### config.mk
export PLATFORM = sky130hd
export DESIGN_NAME = occupancy_ray_ctrl_flat
export DESIGN_NICKNAME = d
export VERILOG_FILES = /design/src/rtl/occupancy_ray_ctrl_if.sv /design/src/rtl/occupancy_ray_ctrl.sv /design/src/flat_wrapper.sv
export SDC_FILE = /design/constraint.sdc
export NUM_CORES = 1
export LEC_CHECK = 0
export BUFFER_PORTS_ARGS = -buffer_cell sky130_fd_sc_hd__buf_2
export CAP_MARGIN = 20
export CORE_MARGIN = 2
export CORE_UTILIZATION = 55
export CTS_BUF_LIST = sky130_fd_sc_hd__clkbuf_8 sky130_fd_sc_hd__clkbuf_16
export DETAILED_ROUTE_END_ITERATION = 16
export PLACE_DENSITY = 0.71
export SLEW_MARGIN = 25
export SYNTH_ARGS = -nofsm -noshare
export SYNTH_HDL_FRONTEND = slang
export SYNTH_SLANG_ARGS = --single-unit
export TNS_END_PERCENT = 5
### constraint.sdc
create_clock -name clock -period 8.87 [get_ports clock]
set_input_delay 0.4435 -clock clock [delete_from_list [all_inputs] [get_ports clock]]
set_output_delay 0.4435 -clock clock [all_outputs]
set_load 0.01 [all_outputs]
### src/rtl/occupancy_ray_ctrl_if.sv
// Request/datapath bundle between the occupancy ray controller and its surroundings.
// The master modport is the controller; slave is the requester plus grid datapath.
interface occupancy_ray_ctrl_if #(
  parameter int unsigned X_BITS = 8,
  parameter int unsigned Y_BITS = 8
);
  logic              clear_req;
  logic              ray_valid;
  logic              ray_ready;
  logic [X_BITS-1:0] x0;
  logic [Y_BITS-1:0] y0;
  logic [X_BITS-1:0] x1;
  logic [Y_BITS-1:0] y1;
  logic              count_done;
  logic [X_BITS-1:0] cell_x;
  logic [Y_BITS-1:0] cell_y;
  logic              cell_is_free;
  logic              write_enable;
  logic              zero_cell;
  logic              reset_counter;
  logic              enable_counter;
  logic              busy;
  logic              ray_done;

  modport master (
    input  clear_req, ray_valid, x0, y0, x1, y1, count_done,
    output ray_ready, cell_x, cell_y, cell_is_free, write_enable, zero_cell,
           reset_counter, enable_counter, busy, ray_done
  );

  modport slave (
    output clear_req, ray_valid, x0, y0, x1, y1, count_done,
    input  ray_ready, cell_x, cell_y, cell_is_free, write_enable, zero_cell,
           reset_counter, enable_counter, busy, ray_done
  );
endinterface

### src/rtl/occupancy_ray_ctrl.sv
// Ray walker for the occupancy grid: Bresenham read-modify-write per cell, plus
// full-grid clear sequencing through the datapath sweep counter.
module occupancy_ray_ctrl #(
  parameter int unsigned X_BITS = 8,
  parameter int unsigned Y_BITS = 8
) (
  input  logic                 clock,
  input  logic                 reset_n,
  occupancy_ray_ctrl_if.master ctrl_if
);

  localparam int unsigned W = ((X_BITS > Y_BITS) ? X_BITS : Y_BITS) + 2;

  typedef enum logic [2:0] {
    StIdle, StClrInit, StClr, StLoad, StRd, StWr, StDone
  } state_e;

  state_e state_q, state_d;
  logic   clear_pending_q, clear_pending_d;

  logic [X_BITS-1:0] x0_q, x0_d, x1_q, x1_d, cx_q, cx_d, cell_x_q, cell_x_d;
  logic [Y_BITS-1:0] y0_q, y0_d, y1_q, y1_d, cy_q, cy_d, cell_y_q, cell_y_d;
  logic signed [W-1:0] dx_q, dx_d, dy_q, dy_d, err_q, err_d;
  logic sx_neg_q, sx_neg_d, sy_neg_q, sy_neg_d;

  logic signed [W-1:0] x0_s, x1_s, y0_s, y1_s, xdiff, ydiff, dx_abs, dy_neg;
  logic signed [W:0]   e2, dx_ext, dy_ext;
  logic                step_x, step_y, at_end, clr_pend;

  logic              ray_ready, cell_is_free, write_enable, zero_cell;
  logic              reset_counter, enable_counter, busy, ray_done;
  logic [X_BITS-1:0] cell_x;
  logic [Y_BITS-1:0] cell_y;

  assign x0_s   = W'(x0_q);
  assign x1_s   = W'(x1_q);
  assign y0_s   = W'(y0_q);
  assign y1_s   = W'(y1_q);
  assign xdiff  = x1_s - x0_s;
  assign ydiff  = y1_s - y0_s;
  assign dx_abs = xdiff[W-1] ? -xdiff : xdiff;
  assign dy_neg = ydiff[W-1] ? ydiff : -ydiff;

  assign e2     = {err_q, 1'b0};
  assign dx_ext = {dx_q[W-1], dx_q};
  assign dy_ext = {dy_q[W-1], dy_q};
  assign step_x = (e2 >= dy_ext);
  assign step_y = (e2 <= dx_ext);
  assign at_end = (cx_q == x1_q) && (cy_q == y1_q);

  // A clear request seen in IDLE on the same cycle as a ray still wins.
  assign clr_pend = clear_pending_q | ctrl_if.clear_req;

  always_comb begin
    state_d         = state_q;
    clear_pending_d = clear_pending_q | ctrl_if.clear_req;
    x0_d = x0_q;  y0_d = y0_q;  x1_d = x1_q;  y1_d = y1_q;
    cx_d = cx_q;  cy_d = cy_q;
    dx_d = dx_q;  dy_d = dy_q;  err_d = err_q;
    sx_neg_d = sx_neg_q;  sy_neg_d = sy_neg_q;
    cell_x_d = (state_q == StRd) ? cx_q : cell_x_q;
    cell_y_d = (state_q == StRd) ? cy_q : cell_y_q;

    ray_ready      = 1'b0;
    cell_is_free   = 1'b0;
    write_enable   = 1'b0;
    zero_cell      = 1'b0;
    reset_counter  = 1'b0;
    enable_counter = 1'b0;
    busy           = 1'b0;
    ray_done       = 1'b0;
    cell_x         = cell_x_q;
    cell_y         = cell_y_q;

    unique case (state_q)
      StIdle: begin
        // Gated by reset_n so every output reads 0 while reset is held.
        ray_ready = reset_n & ~clr_pend;
        if (clr_pend) begin
          state_d = StClrInit;
        end else if (ctrl_if.ray_valid) begin
          x0_d    = ctrl_if.x0;
          y0_d    = ctrl_if.y0;
          x1_d    = ctrl_if.x1;
          y1_d    = ctrl_if.y1;
          state_d = StLoad;
        end
      end
      StClrInit: begin
        busy          = 1'b1;
        reset_counter = 1'b1;
        state_d       = StClr;
      end
      StClr: begin
        busy           = 1'b1;
        zero_cell      = 1'b1;
        write_enable   = 1'b1;
        enable_counter = 1'b1;
        if (ctrl_if.count_done) state_d = StIdle;
      end
      StLoad: begin
        busy     = 1'b1;
        cx_d     = x0_q;
        cy_d     = y0_q;
        dx_d     = dx_abs;
        dy_d     = dy_neg;
        err_d    = dx_abs + dy_neg;
        sx_neg_d = xdiff[W-1];
        sy_neg_d = ydiff[W-1];
        state_d  = StRd;
      end
      StRd: begin
        busy   = 1'b1;
        cell_x = cx_q;
        cell_y = cy_q;
        state_d = StWr;
      end
      StWr: begin
        busy         = 1'b1;
        cell_x       = cx_q;
        cell_y       = cy_q;
        write_enable = 1'b1;
        cell_is_free = ~at_end;
        if (at_end) begin
          state_d = StDone;
        end else begin
          err_d = err_q + (step_x ? dy_q : '0) + (step_y ? dx_q : '0);
          if (step_x) cx_d = sx_neg_q ? cx_q - X_BITS'(1) : cx_q + X_BITS'(1);
          if (step_y) cy_d = sy_neg_q ? cy_q - Y_BITS'(1) : cy_q + Y_BITS'(1);
          state_d = StRd;
        end
      end
      StDone: begin
        busy     = 1'b1;
        ray_done = 1'b1;
        state_d  = StIdle;
      end
      default: state_d = StIdle;
    endcase

    if ((state_d == StClrInit) && (state_q != StClrInit)) clear_pending_d = 1'b0;
  end

  always_ff @(posedge clock or negedge reset_n) begin
    if (!reset_n) begin
      state_q         <= StIdle;
      clear_pending_q <= 1'b0;
      x0_q <= '0;  y0_q <= '0;  x1_q <= '0;  y1_q <= '0;
      cx_q <= '0;  cy_q <= '0;
      dx_q <= '0;  dy_q <= '0;  err_q <= '0;
      sx_neg_q <= 1'b0;  sy_neg_q <= 1'b0;
      cell_x_q <= '0;  cell_y_q <= '0;
    end else begin
      state_q         <= state_d;
      clear_pending_q <= clear_pending_d;
      x0_q <= x0_d;  y0_q <= y0_d;  x1_q <= x1_d;  y1_q <= y1_d;
      cx_q <= cx_d;  cy_q <= cy_d;
      dx_q <= dx_d;  dy_q <= dy_d;  err_q <= err_d;
      sx_neg_q <= sx_neg_d;  sy_neg_q <= sy_neg_d;
      cell_x_q <= cell_x_d;  cell_y_q <= cell_y_d;
    end
  end

  assign ctrl_if.ray_ready      = ray_ready;
  assign ctrl_if.cell_x         = cell_x;
  assign ctrl_if.cell_y         = cell_y;
  assign ctrl_if.cell_is_free   = cell_is_free;
  assign ctrl_if.write_enable   = write_enable;
  assign ctrl_if.zero_cell      = zero_cell;
  assign ctrl_if.reset_counter  = reset_counter;
  assign ctrl_if.enable_counter = enable_counter;
  assign ctrl_if.busy           = busy;
  assign ctrl_if.ray_done       = ray_done;

endmodule

### src/flat_wrapper.sv
// flat-port wrapper written by rule: the top's interface ports become plain ports
module occupancy_ray_ctrl_flat 
#(
  parameter int unsigned X_BITS = 8,
  parameter int unsigned Y_BITS = 8
)
  (clock, reset_n, ctrl_if_clear_req, ctrl_if_ray_valid, ctrl_if_x0, ctrl_if_y0, ctrl_if_x1, ctrl_if_y1, ctrl_if_count_done, ctrl_if_ray_ready, ctrl_if_cell_x, ctrl_if_cell_y, ctrl_if_cell_is_free, ctrl_if_write_enable, ctrl_if_zero_cell, ctrl_if_reset_counter, ctrl_if_enable_counter, ctrl_if_busy, ctrl_if_ray_done);
  occupancy_ray_ctrl_if #(.X_BITS(X_BITS), .Y_BITS(Y_BITS)) ctrl_if_i ();
  input  logic clock;
  input  logic reset_n;
  input wire logic [$bits(ctrl_if_i.clear_req)-1:0] ctrl_if_clear_req;
  input wire logic [$bits(ctrl_if_i.ray_valid)-1:0] ctrl_if_ray_valid;
  input wire logic [$bits(ctrl_if_i.x0)-1:0] ctrl_if_x0;
  input wire logic [$bits(ctrl_if_i.y0)-1:0] ctrl_if_y0;
  input wire logic [$bits(ctrl_if_i.x1)-1:0] ctrl_if_x1;
  input wire logic [$bits(ctrl_if_i.y1)-1:0] ctrl_if_y1;
  input wire logic [$bits(ctrl_if_i.count_done)-1:0] ctrl_if_count_done;
  output wire logic [$bits(ctrl_if_i.ray_ready)-1:0] ctrl_if_ray_ready;
  output wire logic [$bits(ctrl_if_i.cell_x)-1:0] ctrl_if_cell_x;
  output wire logic [$bits(ctrl_if_i.cell_y)-1:0] ctrl_if_cell_y;
  output wire logic [$bits(ctrl_if_i.cell_is_free)-1:0] ctrl_if_cell_is_free;
  output wire logic [$bits(ctrl_if_i.write_enable)-1:0] ctrl_if_write_enable;
  output wire logic [$bits(ctrl_if_i.zero_cell)-1:0] ctrl_if_zero_cell;
  output wire logic [$bits(ctrl_if_i.reset_counter)-1:0] ctrl_if_reset_counter;
  output wire logic [$bits(ctrl_if_i.enable_counter)-1:0] ctrl_if_enable_counter;
  output wire logic [$bits(ctrl_if_i.busy)-1:0] ctrl_if_busy;
  output wire logic [$bits(ctrl_if_i.ray_done)-1:0] ctrl_if_ray_done;
  assign ctrl_if_i.clear_req = ctrl_if_clear_req;
  assign ctrl_if_i.ray_valid = ctrl_if_ray_valid;
  assign ctrl_if_i.x0 = ctrl_if_x0;
  assign ctrl_if_i.y0 = ctrl_if_y0;
  assign ctrl_if_i.x1 = ctrl_if_x1;
  assign ctrl_if_i.y1 = ctrl_if_y1;
  assign ctrl_if_i.count_done = ctrl_if_count_done;
  assign ctrl_if_ray_ready = ctrl_if_i.ray_ready;
  assign ctrl_if_cell_x = ctrl_if_i.cell_x;
  assign ctrl_if_cell_y = ctrl_if_i.cell_y;
  assign ctrl_if_cell_is_free = ctrl_if_i.cell_is_free;
  assign ctrl_if_write_enable = ctrl_if_i.write_enable;
  assign ctrl_if_zero_cell = ctrl_if_i.zero_cell;
  assign ctrl_if_reset_counter = ctrl_if_i.reset_counter;
  assign ctrl_if_enable_counter = ctrl_if_i.enable_counter;
  assign ctrl_if_busy = ctrl_if_i.busy;
  assign ctrl_if_ray_done = ctrl_if_i.ray_done;
  occupancy_ray_ctrl #(.X_BITS(X_BITS), .Y_BITS(Y_BITS)) u_core (.clock(clock), .reset_n(reset_n), .ctrl_if(ctrl_if_i));
endmodule
==> run summary <==
Reg2Reg Depth - 19
Fillers - 1,157
Avg WL per Cell - 17.2 um
Row cnt - 42
ANT nets after route - 0
Clock transition at path regs - 0.07 ns
Final worst path period need - 4.82 ns
TritonCTS clock tree - yes
TNS Setup - 0 ns
Total Die Area - 14,500 um^2
Cell taking the most area after synthesis - dfrtp_1
# DRC - 0
Cell variety after synth - 67
Worst Skew - 0.00956 ns
Status - finished, final reports clean
Largest net degree at the start of global routing - 62
Clock root cell - clkbuf_16
Vias - 5,760
Most common cell after layout, fill and taps aside - dfrtp_1
Vias per cell - 5.66
CTS Buffer Depth - 2
Final Hold Vio Count - 0
All-Layer GR Usage - 0.256
Initial Utilization - 0.561
CP max FO - 10
Synth Cell Area - 7430 um^2
Pins Over Slew Limit - 0
Seq cells post-synth - 100
Min-delay worst type - in -> async
Vias in the first global route - 5,812
Post-DP HPWL - 13,500 um
DR pass1 iterations - 5
Fmax - 0.207 GHz
Core area - 13,200 um^2
Post-synthesis sequential area ratio - 0.337
Slew HR - 0.253
Wire length of the first global-routing pass - 28,900 um
Nets@finish - 959
Num ports - 61
H-tree levels - 3
Post-synthesis cell count - 786
Ys async rst share - 1.00
Grt total ovfl - 0
Clock sinks - 100
Worst setup SP type - flop
Die Span Y - 120 um
Post-synth EDFFs - 0
Gp weighted congestion - 0.941
Reg-to-reg endpoint - u_core.err_q[9]$_DFFE_PN0P_
Final WL - 17,500 um
Max-cap violations - 0
Critical R2R Launch - u_core.err_q[6]$_DFFE_PN0P_
IO buf count - 60
CP endpoint kind - flop
Most frequent cells in the layout - dfrtp_1 (100), nand2_1 (80), inv_1 (79)
Average cell area after synthesis - 9.45 um^2
Final setup viols - 0
Iteration-0 DRC Markers - 241
# Post-CTS Setup Buffers - 0
Post-cts gate resize count - 0
Tcrit/Tclk final - 0.544
Worst-Skew Late Latency - 0.36 ns
Yosys warns - 0
Crit Path Category - reg -> reg
Die X-Extent - 120 um
Top cell type's share of synthesized area - 0.337
Critical Path RT - 9.16 ns
Slew @ Worst Pin - 1.12 ns
Initial antenna violation count - 0
CTS Buf Count - 9
RSZ-0062 raised after global routing - no
Inserted Diodes - 0
Share of post-route cells with drive strength above 1 - 0.190
CP arrival - 5.11 ns
Layout Area Growth over Synthesis - 10.1%
Hold_buf cts - 0
Syn_nets - 909
Synth Flop Type - dfrtp_1
Area contributors post-synth - dfrtp_1 (34%), ha_1 (12%), mux2_2 (9.9%)
R2r setup slk - 4.05 ns
## kinds of logic (layout without fill, tap and decap cells)
kind of cell               after synthesis  in the layout  share of synthesized area
and+or+nand+nor                        198            198                      0.126
AOI/OAI and AO/OA                      169            169                      0.144
buffers and inverters                  104            159                     0.0557
DFF                                    100            100                      0.337
adders and majority gates               86             86                      0.160
muxes                                   68             68                      0.103
xor gates and xnor gates                61             61                     0.0738
## synthesized netlist by cell type, types with 7 or more instances
cell type    n
inv_1       79
nand2b_1     7
clkbuf_1    18
a21oi_1     42
ha_1        71
mux2_2      65
o21a_1      11
nor3_1       9
xor2_1      29
a31oi_1     11
a21o_1      12
nor2_1      48
nor2b_1     15
o21ai_1      9
nand2_1     81
xnor2_1     31
fa_1        15
o21ai_0     40
nand3_1      9
dfrtp_1    100
## worst max path at each step
stage                                            from                     endpoint  cells after the start
after global placement     u_core.x1_q[0]$_DFFE_PN0P_  u_core.err_q[9]$_DFFE_PN0P_                     19
after detailed placement  u_core.err_q[6]$_DFFE_PN0P_  u_core.err_q[9]$_DFFE_PN0P_                     19
after global routing       u_core.x1_q[0]$_DFFE_PN0P_  u_core.err_q[9]$_DFFE_PN0P_                     19
after CTS                 u_core.err_q[6]$_DFFE_PN0P_  u_core.err_q[9]$_DFFE_PN0P_                     19
after floorplan            u_core.x1_q[0]$_DFFE_PN0P_  u_core.err_q[9]$_DFFE_PN0P_                     20
final                     u_core.err_q[6]$_DFFE_PN0P_  u_core.err_q[9]$_DFFE_PN0P_                     19
## through the flow
| stage | utilization | hold WS (ns) | worst slack, ns | area, um^2 | std cells |
|---|---|---|---|---|---|
| floorplan | - | 0.148 | 4.78 | 7430 | 786 |
| global placement | 0.594 | 0.461 | 4.25 | 7870 | 1001 |
| detailed placement | 0.594 | 0.469 | 4.14 | 7870 | 1001 |
| CTS | 0.618 | 0.0779 | 4.11 | 8180 | 1017 |
| global route | 0.618 | 0.112 | 3.67 | 8180 | 1017 |
| finish | 0.618 | 0.0582 | 4.05 | 8180 | 1017 |
## layer usage
metal | GRT usage | part of all wire | up-vias
li1 | - | - | 2792
met1 | 0.344 | 0.46 | 2806
met2 | 0.418 | 0.47 | 133
met3 | 0.0382 | 0.045 | 29
met4 | 0.100 | 0.024 | 0
met5 | 0 | 0 | -
## layout make-up
type	instances	area (um^2)	area share
Sequential cell	100	2500	0.306
Multi-Input combinational cell	582	4520	0.552
Clock inverter	7	85.1	0.0104
Timing Repair Buffer	64	333	0.0407
Tap cell	176	220	0.0269
Inverter	79	297	0.0362
Clock buffer	9	225	0.0275
## critical path, stage by stage, from the launching register on
cell and delay (ns):
dfrtp_1 0.43, ha_1 0.36, and3_1 0.18, nand3_1 0.12, o2111ai_1 0.17, o21ai_1 0.73
nand2_1 0.17, fa_1 0.47, inv_1 0.07, ha_1 0.18, inv_1 0.06, fa_1 0.37
nor2b_1 0.17, o21a_1 0.16, o21a_1 0.14, o21ai_0 0.09, a21oi_1 0.17, xnor3_1 0.42
o2bb2ai_1 0.13, a21oi_1 0.15
## state kept, by name (all words and copies together), names as in the netlist
| name | cells |
|---|---|
| u_core.clear_pending_q | 1 |
| u_core.y1_q | 8 |
| u_core.dy_q | 10 |
| u_core.x0_q | 8 |
| u_core.cell_x_q | 8 |
| u_core.sx_neg_q | 1 |
| u_core.y0_q | 8 |
| u_core.cy_q | 8 |
| u_core.err_q | 10 |
| u_core.cell_y_q | 8 |
| u_core.x1_q | 8 |
| u_core.dx_q | 10 |
| u_core.state_q | 3 |
| u_core.cx_q | 8 |
| u_core.sy_neg_q | 1 |
Power is left out: the tool's default activity adds up to more than one toggle a clock period on the data nets, which glitch-free logic cannot reach.
